`config.mk`:
```
export PLATFORM = sky130hd
export DESIGN_NAME = kalman_filter_system
export DESIGN_NICKNAME = d
export VERILOG_FILES = /design/src/rtl/kalman_pkg.sv /design/src/rtl/kalman_div.sv /design/src/rtl/kalman_filter_system.sv
export SDC_FILE = /design/constraint.sdc
export NUM_CORES = 2
export LEC_CHECK = 0
export ABC_AREA = 1
export CAP_MARGIN = 25
export CORE_AREA = 2 2 457 278
export DETAILED_ROUTE_END_ITERATION = 7
export DIE_AREA = 0 0 459 280
export GPL_ROUTABILITY_DRIVEN = 0
export PLACE_DENSITY_LB_ADDON = 0.2
export SETUP_SLACK_MARGIN = 0.2
export SYNTH_ARGS = -nofsm -noshare
export SYNTH_HDL_FRONTEND = slang
export SYNTH_SLANG_ARGS = --single-unit
export TNS_END_PERCENT = 50
```
`constraint.sdc`:
```
create_clock -name adc_clk_i -period 18.3 [get_ports adc_clk_i]
set_clock_uncertainty 0.15 [all_clocks]
set_input_delay 3.66 -clock adc_clk_i [delete_from_list [all_inputs] [get_ports adc_clk_i]]
set_output_delay 3.66 -clock adc_clk_i [all_outputs]
set_load 0.01 [all_outputs]
```
`src/rtl/kalman_pkg.sv`:
```
// Shared widths, default noise constants, FSM encoding and saturation helpers
// for the scalar Kalman filter on the fast-ADC channel A stream.
package kalman_pkg;

    // Datapath widths: ADC sample, output estimate, fraction bits, state word
    localparam int ADC_W = 14;
    localparam int OUT_W = 16;
    localparam int FRAC  = 16;
    localparam int ST_W  = 32;

    // Default filter tuning, all unsigned Q16.16
    localparam logic [ST_W-1:0] Q_NOISE_DEF = 32'h0000_0100;  // 1/256
    localparam logic [ST_W-1:0] R_NOISE_DEF = 32'h0010_0000;  // 16.0
    localparam logic [ST_W-1:0] P_INIT_DEF  = 32'h0001_0000;  // 1.0

    // Update sequencer: wait for a sample, run the gain divider, apply update
    typedef enum logic [1:0] {
        IDLE = 2'd0,
        DIV  = 2'd1,
        UPD  = 2'd2
    } kf_state_t;

    // Clamp a 17-bit signed value into the 16-bit signed range
    function automatic logic [OUT_W-1:0] sat16(input logic signed [OUT_W:0] v);
        if (v > 17'sd32767) begin
            return 16'h7FFF;
        end else if (v < -17'sd32768) begin
            return 16'h8000;
        end else begin
            return v[OUT_W-1:0];
        end
    endfunction

    // Clamp a 16-bit signed value into the 14-bit DAC range [-8192, 8191]
    function automatic logic [ADC_W-1:0] sat14(input logic signed [OUT_W-1:0] v);
        if (v > 16'sd8191) begin
            return 14'h1FFF;
        end else if (v < -16'sd8192) begin
            return 14'h2000;
        end else begin
            return v[ADC_W-1:0];
        end
    endfunction

endpackage

```
`src/rtl/kalman_div.sv`:
```
// Sequential restoring divider producing a 16-bit fractional quotient
// floor(num * 2^16 / den) for num < den, one quotient bit per clock.
//
// Handshake: i_start is accepted only while the divider is idle and loads
// the operands on that edge. The next 16 edges each resolve one quotient bit.
// o_done is high during the cycle whose closing edge writes the last bit, so
// o_quo holds the complete quotient from the cycle after o_done onwards and
// stays stable until the next accepted start.
module kalman_div
    import kalman_pkg::*;
(
    input  logic              i_clk,
    input  logic              i_rst,
    input  logic              i_start,
    input  logic [ST_W:0]     i_num,
    input  logic [ST_W:0]     i_den,
    output logic              o_done,
    output logic [FRAC-1:0]   o_quo
);

    // Partial remainder needs one spare bit because it is doubled before compare
    logic [ST_W+1:0] r_rem;
    logic [ST_W:0]   r_den;
    logic [FRAC-1:0] r_quo;
    logic [3:0]      r_cnt;
    logic            r_busy;

    logic [ST_W+1:0] w_shift;
    logic [ST_W+1:0] w_sub;
    logic            w_ge;
    logic [ST_W+1:0] w_rem_next;

    // One restoring step: double the remainder, subtract divisor if it fits
    always_comb begin
        w_shift    = r_rem << 1;
        w_ge       = (w_shift >= {1'b0, r_den});
        w_sub      = w_shift - {1'b0, r_den};
        w_rem_next = w_ge ? w_sub : w_shift;
    end

    // Operand load on start, then 16 iterations shifting quotient bits in
    always_ff @(posedge i_clk) begin
        if (i_rst) begin
            r_rem  <= '0;
            r_den  <= '0;
            r_quo  <= '0;
            r_cnt  <= '0;
            r_busy <= 1'b0;
        end else if (i_start && !r_busy) begin
            r_rem  <= {1'b0, i_num};
            r_den  <= i_den;
            r_quo  <= '0;
            r_cnt  <= '0;
            r_busy <= 1'b1;
        end else if (r_busy) begin
            r_rem <= w_rem_next;
            r_quo <= {r_quo[FRAC-2:0], w_ge};
            r_cnt <= r_cnt + 4'd1;
            if (r_cnt == 4'd15) begin
                r_busy <= 1'b0;
            end
        end
    end

    assign o_done = r_busy && (r_cnt == 4'd15);
    assign o_quo  = r_quo;

endmodule

```
`src/rtl/kalman_filter_system.sv`:
```
// Scalar constant-state Kalman filter on the ADC channel A sample stream.
// A valid sample (adc_dat_b_i[0]) seen while idle is captured, the gain
// K = Pp / (Pp + R) is computed by a 16-cycle divider, and the estimate and
// covariance are updated one cycle later. Samples arriving mid-update are
// dropped. The rounded estimate drives x_dat, the DAC and the LEDs.
module kalman_filter_system
    import kalman_pkg::*;
#(
    parameter logic [ST_W-1:0] Q_NOISE = Q_NOISE_DEF,
    parameter logic [ST_W-1:0] R_NOISE = R_NOISE_DEF,
    parameter logic [ST_W-1:0] P_INIT  = P_INIT_DEF
)
(
    input  logic              adc_clk_i,
    input  logic              adc_rst_i,
    input  logic [ADC_W-1:0]  adc_dat_a_i,
    input  logic [ADC_W-1:0]  adc_dat_b_i,
    output logic [OUT_W-1:0]  x_dat,
    output logic              x_vld_o,
    output logic              busy_o,
    output logic [ADC_W-1:0]  dac_dat_o,
    output logic [7:0]        led_o
);

    // Filter state and update bookkeeping
    kf_state_t               r_state;
    kf_state_t               w_state_next;
    logic signed [ST_W-1:0]  r_x;        // estimate, signed Q16.16
    logic [ST_W-1:0]         r_p;        // error covariance, unsigned Q16.16
    logic [ST_W-1:0]         r_pp;       // predicted covariance for this update
    logic [ADC_W-1:0]        r_z;        // captured measurement
    logic [OUT_W-1:0]        r_x_dat;
    logic                    r_x_vld;
    logic                    r_busy;

    logic                    w_valid;
    logic                    w_capture;
    logic                    w_update;
    logic                    w_unused;

    // Prediction: Pp = sat32(P + Q), and the divider denominator Pp + R
    logic [ST_W:0]           w_pp_sum;
    logic [ST_W-1:0]         w_pp_sat;
    logic [ST_W:0]           w_den;

    // Divider result (gain K, unsigned Q0.16, always below 1.0)
    logic                    w_div_done;
    logic [FRAC-1:0]         w_quo;

    // Update arithmetic
    logic signed [ST_W+1:0]  w_z_q;      // z * 2^16, 34-bit signed
    logic signed [ST_W+1:0]  w_x_ext;
    logic signed [ST_W+1:0]  w_e;        // innovation z*2^16 - x
    logic signed [50:0]      w_k51;
    logic signed [50:0]      w_e51;
    logic signed [50:0]      w_ke;
    logic signed [ST_W-1:0]  w_dx;
    logic signed [ST_W-1:0]  w_x_new;
    logic signed [ST_W:0]    w_x_rnd;
    logic signed [OUT_W:0]   w_x_int;
    logic [FRAC:0]           w_omk;      // 1.0 - K
    logic [48:0]             w_pk;
    logic [ST_W-1:0]         w_p_new;

    assign w_valid   = adc_dat_b_i[0];
    // Upper channel B bits carry no meaning for this block
    assign w_unused  = ^adc_dat_b_i[ADC_W-1:1];
    assign w_capture = (r_state == IDLE) && w_valid;
    assign w_update  = (r_state == UPD);

    assign w_pp_sum = {1'b0, r_p} + {1'b0, Q_NOISE};
    assign w_pp_sat = w_pp_sum[ST_W] ? {ST_W{1'b1}} : w_pp_sum[ST_W-1:0];
    assign w_den    = {1'b0, w_pp_sat} + {1'b0, R_NOISE};

    // Gain divider is loaded on the capture edge straight from the prediction
    kalman_div u_div (
        .i_clk   (adc_clk_i),
        .i_rst   (adc_rst_i),
        .i_start (w_capture),
        .i_num   ({1'b0, w_pp_sat}),
        .i_den   (w_den),
        .o_done  (w_div_done),
        .o_quo   (w_quo)
    );

    // Estimate and covariance update from the captured sample and gain
    always_comb begin
        w_z_q   = {{4{r_z[ADC_W-1]}}, r_z, {FRAC{1'b0}}};
        w_x_ext = {{2{r_x[ST_W-1]}}, r_x};
        w_e     = w_z_q - w_x_ext;
        w_k51   = {35'd0, w_quo};
        w_e51   = {{17{w_e[ST_W+1]}}, w_e};
        w_ke    = w_k51 * w_e51;
        w_dx    = 32'(w_ke >>> FRAC);
        w_x_new = r_x + w_dx;
        w_x_rnd = {w_x_new[ST_W-1], w_x_new} + 33'sd32768;
        w_x_int = 17'(w_x_rnd >>> FRAC);
        w_omk   = 17'h10000 - {1'b0, w_quo};
        w_pk    = {32'd0, w_omk} * {17'd0, r_pp};
        w_p_new = 32'(w_pk >> FRAC);
    end

    // FSM state register
    always_ff @(posedge adc_clk_i) begin
        if (adc_rst_i) begin
            r_state <= IDLE;
        end else begin
            r_state <= w_state_next;
        end
    end

    // FSM next-state: IDLE -> DIV on a valid sample, DIV -> UPD on the final
    // divider step, UPD -> IDLE after one cycle
    always_comb begin
        w_state_next = r_state;
        case (r_state)
            IDLE:    if (w_valid)    w_state_next = DIV;
            DIV:     if (w_div_done) w_state_next = UPD;
            UPD:     w_state_next = IDLE;
            default: w_state_next = IDLE;
        endcase
    end

    // Sample capture, state update and registered outputs
    always_ff @(posedge adc_clk_i) begin
        if (adc_rst_i) begin
            r_x     <= '0;
            r_p     <= P_INIT;
            r_pp    <= '0;
            r_z     <= '0;
            r_x_dat <= '0;
            r_x_vld <= 1'b0;
            r_busy  <= 1'b0;
        end else begin
            r_x_vld <= 1'b0;
            if (w_capture) begin
                r_z    <= adc_dat_a_i;
                r_pp   <= w_pp_sat;
                r_busy <= 1'b1;
            end
            if (w_update) begin
                r_x     <= w_x_new;
                r_p     <= w_p_new;
                r_x_dat <= sat16(w_x_int);
                r_x_vld <= 1'b1;
                r_busy  <= 1'b0;
            end
        end
    end

    assign x_dat     = r_x_dat;
    assign x_vld_o   = r_x_vld;
    assign busy_o    = r_busy;
    assign dac_dat_o = sat14($signed(r_x_dat));
    assign led_o     = r_x_dat[13:6];

endmodule

```
# == Yosys cells after proc, flatten, opt, wreduce, memory -nomap -nowiden ==
# Index checks and enable logic that the tools add are counted.
# classes
addsub,8
multipliers,2
magnitude_cmp,5
eq_ne,5
n_mux,15
reduce_logical,9
# ops
operator,n
$mux 32,3
$mul 17x32->48,1
$mul 17x33->48,1
$ge 34x33->1,1
$add 32x17->33 const B,1
$add 32x21->33 const B,1
$add 32x9->33 const B,1
$mux 33,1
$sub 30x32->33,1
$sub 33x33->33,1
$add 32x32->32,1
$mux 16,2
$mux 14,2
$gt 17x16->1 const B,1
$lt 17x16->1 const B,1
$sub 17x16->17 const A,1
$gt 16x14->1 const B,1
$lt 16x14->1 const B,1
$add 4x1->4 const B,1
$eq 4x4->1 const B,1
$mux 1,4
$mux 2,2
$pmux 2 s2,1
$reduce_or 2->1,2
9 further kinds,11
# word_totals
register_bits,217
elab_cells,58

# == Depth between registers and ports, before layout ==
# depth
word_depth,7
ltp_mapped,58

# == Hierarchy ==
# Synthesis repeated with hierarchy kept, for this count alone.
# unflattened
cells_unflattened,6908
area_unflattened_um2,50532.2
# modules_own_cells
mod,instances,cells_per_inst,area_each_um2,seq_area_each_um2
kalman_filter_system,1,5948,44327.5,2602.5
kalman_div,1,960,6204.7,1741.7

# == Worst setup path before layout ==
# No wires, ideal clock.
# synth_path
path_type,register to register
start,register r_x[0]
end,"register r_x_dat[0], in the netlist x_dat[0]"
setup_time_ns,0.112
t_arrival_ns,8.804
slack_ns,9.234
stages_incl_launch_ff,52
n_path_buf,2
synth_period_minus_slack_ns,9.066
cell_sequence,dfxtp_1 > buf_2 > nor3_2 > nand4_1 > nor2_2 > nand4_1 > or2_2 > nand2_1 > nand2_1 > inv_1 > buf_2 > nand2_1 > fa_1 > inv_1 > fa_1 > fa_1 > inv_1 > fa_1 > (+16 left out) > inv_2 > a21oi_2 > nor2_1 > nor2_1 > nand3_1 > nand2_1 > ha_1 > nand3_2 > nor2_4 > nand3_4 > nor2_2 > nand3_2 > nor2_4 > nand3_2 > nand2_1 > nand2_1 > nand2_1 > nand2_1
# synth_via
elab_chain_len,7
word_cells_on_any_way,8
# synth_rtl
item,line_no,source
"start, declared",kalman_filter_system.sv:28,logic signed [ST_W-1:0] r_x;
"start signal, assigned",kalman_filter_system.sv:142,r_x <= w_x_new;
$sub 30x32->33,kalman_filter_system.sv:90,w_e = w_z_q - w_x_ext;
$mul 17x33->48,kalman_filter_system.sv:93,w_ke = w_k51 * w_e51;
$add 32x32->32 (*),kalman_filter_system.sv:95,w_x_new = r_x + w_dx;
via w_x_new[16],kalman_filter_system.sv:58,logic signed [ST_W-1:0] w_x_new;
$add 32x17->33 (*),kalman_filter_system.sv:96,"w_x_rnd = {w_x_new[ST_W-1], w_x_new} + 33'sd32768;"
$lt 17x16->1,kalman_pkg.sv:27,end else if (v < -17'sd32768) begin
$mux 16,kalman_pkg.sv:27,
$mux 16 (*),kalman_pkg.sv:25,if (v > 17'sd32767) begin
"end signal, assigned",kalman_filter_system.sv:144,r_x_dat <= sat16(w_x_int);
"end, declared",kalman_filter_system.sv:32,logic [OUT_W-1:0] r_x_dat;
# Mark *: on every way through the listed nets, which the timed path passes. The rest lies on a longest branch.
# A chain may end at the register's enable or synchronous reset.

# == Final worst setup path ==
# layout_path
start,register r_x[11]
end,"register r_x_dat[0], in the netlist x_dat[0]"
# layout_via
elab_chain_len,7
word_cells_on_any_way,8
# layout_rtl
item,line_no
$sub 30x32->33,kalman_filter_system.sv:90
$mul 17x33->48,kalman_filter_system.sv:93
$add 32x32->32 (*),kalman_filter_system.sv:95
$add 32x17->33 (*),kalman_filter_system.sv:96
$lt 17x16->1,kalman_pkg.sv:27
$mux 16,kalman_pkg.sv:27
$mux 16 (*),kalman_pkg.sv:25
# Mark *: on every way between the ends. The rest lies on a longest branch, timed or not.

==> metrics.yaml <==
place:
  dpl_worst_slack_ns: 6.69
  io_buffers: 56
  hpwl_um: 138000
  placed_cells: 8182
yosys:
  syn-num-nets: 7924
  synth_area_mm2: 0.0494
  synth_seq_cells: 217
  synth_flop_cell: "dfxtp_1"
  post_synth_num_cell_types: 59
  synth_area_per_cell_um2: 7.45
  synth_edf_count: 0
  async_reset_ff_frac: 0
  synth-seq-area-share: 0.0879
  ys_warn_count: 0
  syn_inst: 6639
floorplanning:
  core_mm2: 0.125
  die_h_um: 280
  initial_core_util: 0.396
  die_x_um: 459
  ios: 70
  dieArea_mm2: 0.129
  num_rows: 101
drt:
  ant_nets: 0
  drc: 0
  num_vias: 42900
  post_drt_wl_per_cell_um: 20.5
  via_per_inst: 5.21
  dr.pass1.iters: 6
  finalWirelength_um: 169000
  drtIter0Drc: 4531
clock_tree:
  clock-sinks: 217
  clockBufferDepth: 3
  hold_buffers: 0
  root_buffer: "clkbuf_16"
  cts_buffers: 26
  cts.clk_slew.worst_paths_ns: 0.06
  clk_latency_ns: 0.58
  cts_tree: "done"
  cts_setup_buffers: 0
  htreeDepth: 1
  post_cts_resize_count: 0
setup_path:
  critPathBufInv: 6
  critPathCapture: "x_dat[0]$_SDFFE_PP0P_"
  cp_slowest_stage_delay_ns: 0.83
  required_ns: 18.62
  path_common_cell: "nand2_1"
  endpoint_kind: "flip-flop"
  reg2reg_slack_ns: 6.29
  worstSetupPathDepth: 46
  r2r-start: "r_x[11]$_SDFFE_PP0P_"
  reg2reg_depth: 46
  slowest_stage: "nor4_1"
  cp.arrival_ns: 12.34
  critPathKind: "reg2reg"
  setup.worst_path.start: "r_x[11]$_SDFFE_PP0P_"
  start_kind: "flip-flop"
  cp_top_family: "simple AND/OR/NAND/NOR gates"
  r2r-end: "x_dat[0]$_SDFFE_PP0P_"
  cp_max_fo: 9
global_routing:
  grt_util_all_layers: 0.267
  grt_pass1_vias: 42500
  antenna_found_initial: 5
  grt_max_degree: 66
  grt_pass1_wl_um: 261000
  overflow: 0
sta:
  period_share: 0.656
  worstMarginPinSlew_ns: 1.11
  layout_min_cycle_time_ns: 12.01
  timing.final.ws_setup_ns: 6.29
  hold_violations: 0
  fin_setup_tns_ns: 0
  drv_slew: 0
  finalSetupViolations: 0
  slew_headroom: 0.257
  grt_setup_unrepaired: "false"
  max_freq_mhz: 83.2
outcome:
  status: "complete, no violations"
cells_and_area:
  n_fill_cell: 13000
  area_delta_synth_final_pct: 6.38
  nNetsFinal: 7848
  final_core_util: 0.421
  layout-drive-gt1-share: 0.0424
  final_cells: 8231
power:
  p_int_mw: 1.37
  p_sw_mw: 1.47
  power_frac_comb: 0.610
  power.density_mw_per_mm2: 54.0
  seqPwrFrac: 0.193
  p_leak_nw: 25.9
  p_sw_frac: 0.517
  clkPwrFrac: 0.197
  peakVddDrop_v: 0.0000700
worst_hold_path:
  hold_class: "reg2reg"
flow_run:
  maxCapViolCount: 0
-- registers in the layout, indices dropped and copies added (netlist names) --
register      flops
x_dat            16
r_z              14
r_pp             32
u_div.r_busy      1
busy_o            1
u_div.o_quo      16
r_state           2
r_p              32
r_x              32
u_div.r_rem      33
u_div.r_cnt       4
x_vld_o           1
u_div.r_den      33
-- Yosys cell counts (8+ instances only) --
cell | instances | area (µm²)
or2_2 | 27 | 169
clkbuf_1 | 197 | 739
nand3_2 | 10 | 100
o21a_1 | 14 | 105
o211ai_1 | 33 | 248
nor2_1 | 623 | 2340
a21oi_1 | 284 | 1420
dfxtp_1 | 217 | 4340
nor4_1 | 17 | 106
ha_1 | 318 | 3980
nor2_4 | 8 | 90.1
a21o_1 | 19 | 143
nor2_2 | 20 | 125
nand4_1 | 44 | 275
nand3_1 | 135 | 676
a31oi_1 | 30 | 188
o21bai_1 | 15 | 113
nand2_2 | 23 | 144
o22ai_1 | 53 | 332
o21ai_0 | 195 | 976
xor2_1 | 78 | 683
xnor2_1 | 60 | 526
fa_1 | 937 | 18800
inv_1 | 1563 | 5870
clkinv_1 | 16 | 60.1
inv_2 | 36 | 135
nor3_1 | 34 | 170
buf_1 | 8 | 30.0
nand2_1 | 1514 | 5680
buf_4 | 9 | 67.6
buf_2 | 16 | 80.1
a22oi_1 | 23 | 173
-- how the worst min path moves through the flow --
stage,startpoint,end,slack (ns),cells after the start
after floorplan,u_div.r_den[31]$_SDFFE_PP0P_,u_div.r_den[31]$_SDFFE_PP0P_,0.28,2
after global placement,r_p[2]$_SDFFE_PP0P_,r_p[2]$_SDFFE_PP0P_,0.29,2
after CTS,r_p[2]$_SDFFE_PP0P_,r_p[2]$_SDFFE_PP0P_,0.31,2
after detailed placement,r_p[2]$_SDFFE_PP0P_,r_p[2]$_SDFFE_PP0P_,0.30,2
final,r_p[2]$_SDFFE_PP0P_,r_p[2]$_SDFFE_PP0P_,0.31,2
after global routing,r_p[2]$_SDFFE_PP0P_,r_p[2]$_SDFFE_PP0P_,0.34,2
-- cells in the final DEF (no fill, tap or decap), types with 14 or more instances in the layout --
| cell type | n |
|---|---|
| nor2_1 | 620 |
| or2_2 | 27 |
| fa_1 | 937 |
| clkdlybuf4s50_1 | 55 |
| o21bai_1 | 15 |
| dfxtp_1 | 215 |
| ha_1 | 318 |
| buf_4 | 70 |
| a21o_1 | 19 |
| inv_2 | 40 |
| nand4_1 | 44 |
| inv_1 | 1559 |
| o21a_1 | 14 |
| xnor2_1 | 60 |
| nor4_1 | 17 |
| a31oi_1 | 30 |
| o22ai_1 | 53 |
| o211ai_1 | 33 |
| nor3_1 | 34 |
| nand3_1 | 135 |
| nor2_2 | 22 |
| a22oi_1 | 23 |
| xor2_1 | 76 |
| a21oi_1 | 284 |
| nand2_1 | 1512 |
| nand2_2 | 25 |
| o21ai_0 | 195 |
| clkbuf_16 | 26 |
| clkinv_1 | 16 |
-- per-stage QoR --
step	instance area (µm²)	hold slack [ns]	total power [mW]
2_1_floorplan	49400	0.276	1.67
3_3_place_gp	51700	0.289	2.21
3_5_place_dp	51700	0.300	2.22
4_1_cts	52600	0.310	2.79
5_1_grt	52600	0.336	3.04
6_report	52600	0.307	2.84
-- routing by layer --
| layer | track usage | up-vias | share of wire |
|---|---|---|---|
| li1 | - | 19600 | - |
| met1 | 0.439 | 21100 | 0.50 |
| met2 | 0.327 | 2124 | 0.35 |
| met3 | 0.0964 | 142 | 0.14 |
| met4 | 0.0356 | 2 | 0.012 |
| met5 | 0 | - | 0.000077 |
-- layout make-up --
| class | instances | area [µm²] | area share |
|---|---|---|---|
| inverters | 1615 | 6060 | 0.115 |
| flip-flops and latches | 217 | 4350 | 0.0827 |
| clock inverters | 15 | 195 | 0.00371 |
| diodes | 3 | 7.51 | 0.000143 |
| multi-input cells | 4575 | 38100 | 0.725 |
| repair buffers | 128 | 1110 | 0.0210 |
| clock buffers | 30 | 686 | 0.0130 |
| well taps | 1648 | 2060 | 0.0392 |
-- logic make-up after synthesis --
logic type,count (synthesis),share of synthesized area
AOI/OAI and AO/OA,700,0.0803
xor gates and xnor gates,140,0.0251
adders and majority gates,1255,0.460
buffers and inverters,1847,0.142
DFF,217,0.0879
and+or+nand+nor,2480,0.205
-- worst reg2reg max path: cells and delay by family (launching register included) --
kind | cells | cell delay [ns]
compound gates | 4 | 1.78
xor+xnor | 1 | 0.13
fa+ha+maj | 8 | 3.90
buf+inv | 6 | 0.93
flops | 1 | 0.35
simple gates | 27 | 4.67
-- power groups by stage --
| stage | clock network (mW) | registers [mW] | logic (mW) |
|---|---|---|---|
| final | 0.559 | 0.548 | 1.73 |
| after global placement | 0 | 0.556 | 1.66 |
| after global routing | 0.587 | 0.551 | 1.90 |
| after detailed placement | 0 | 0.556 | 1.66 |
| after floorplan | 0 | 0.533 | 1.14 |
| after CTS | 0.565 | 0.545 | 1.68 |
Power figures use the tool's default switching activity.
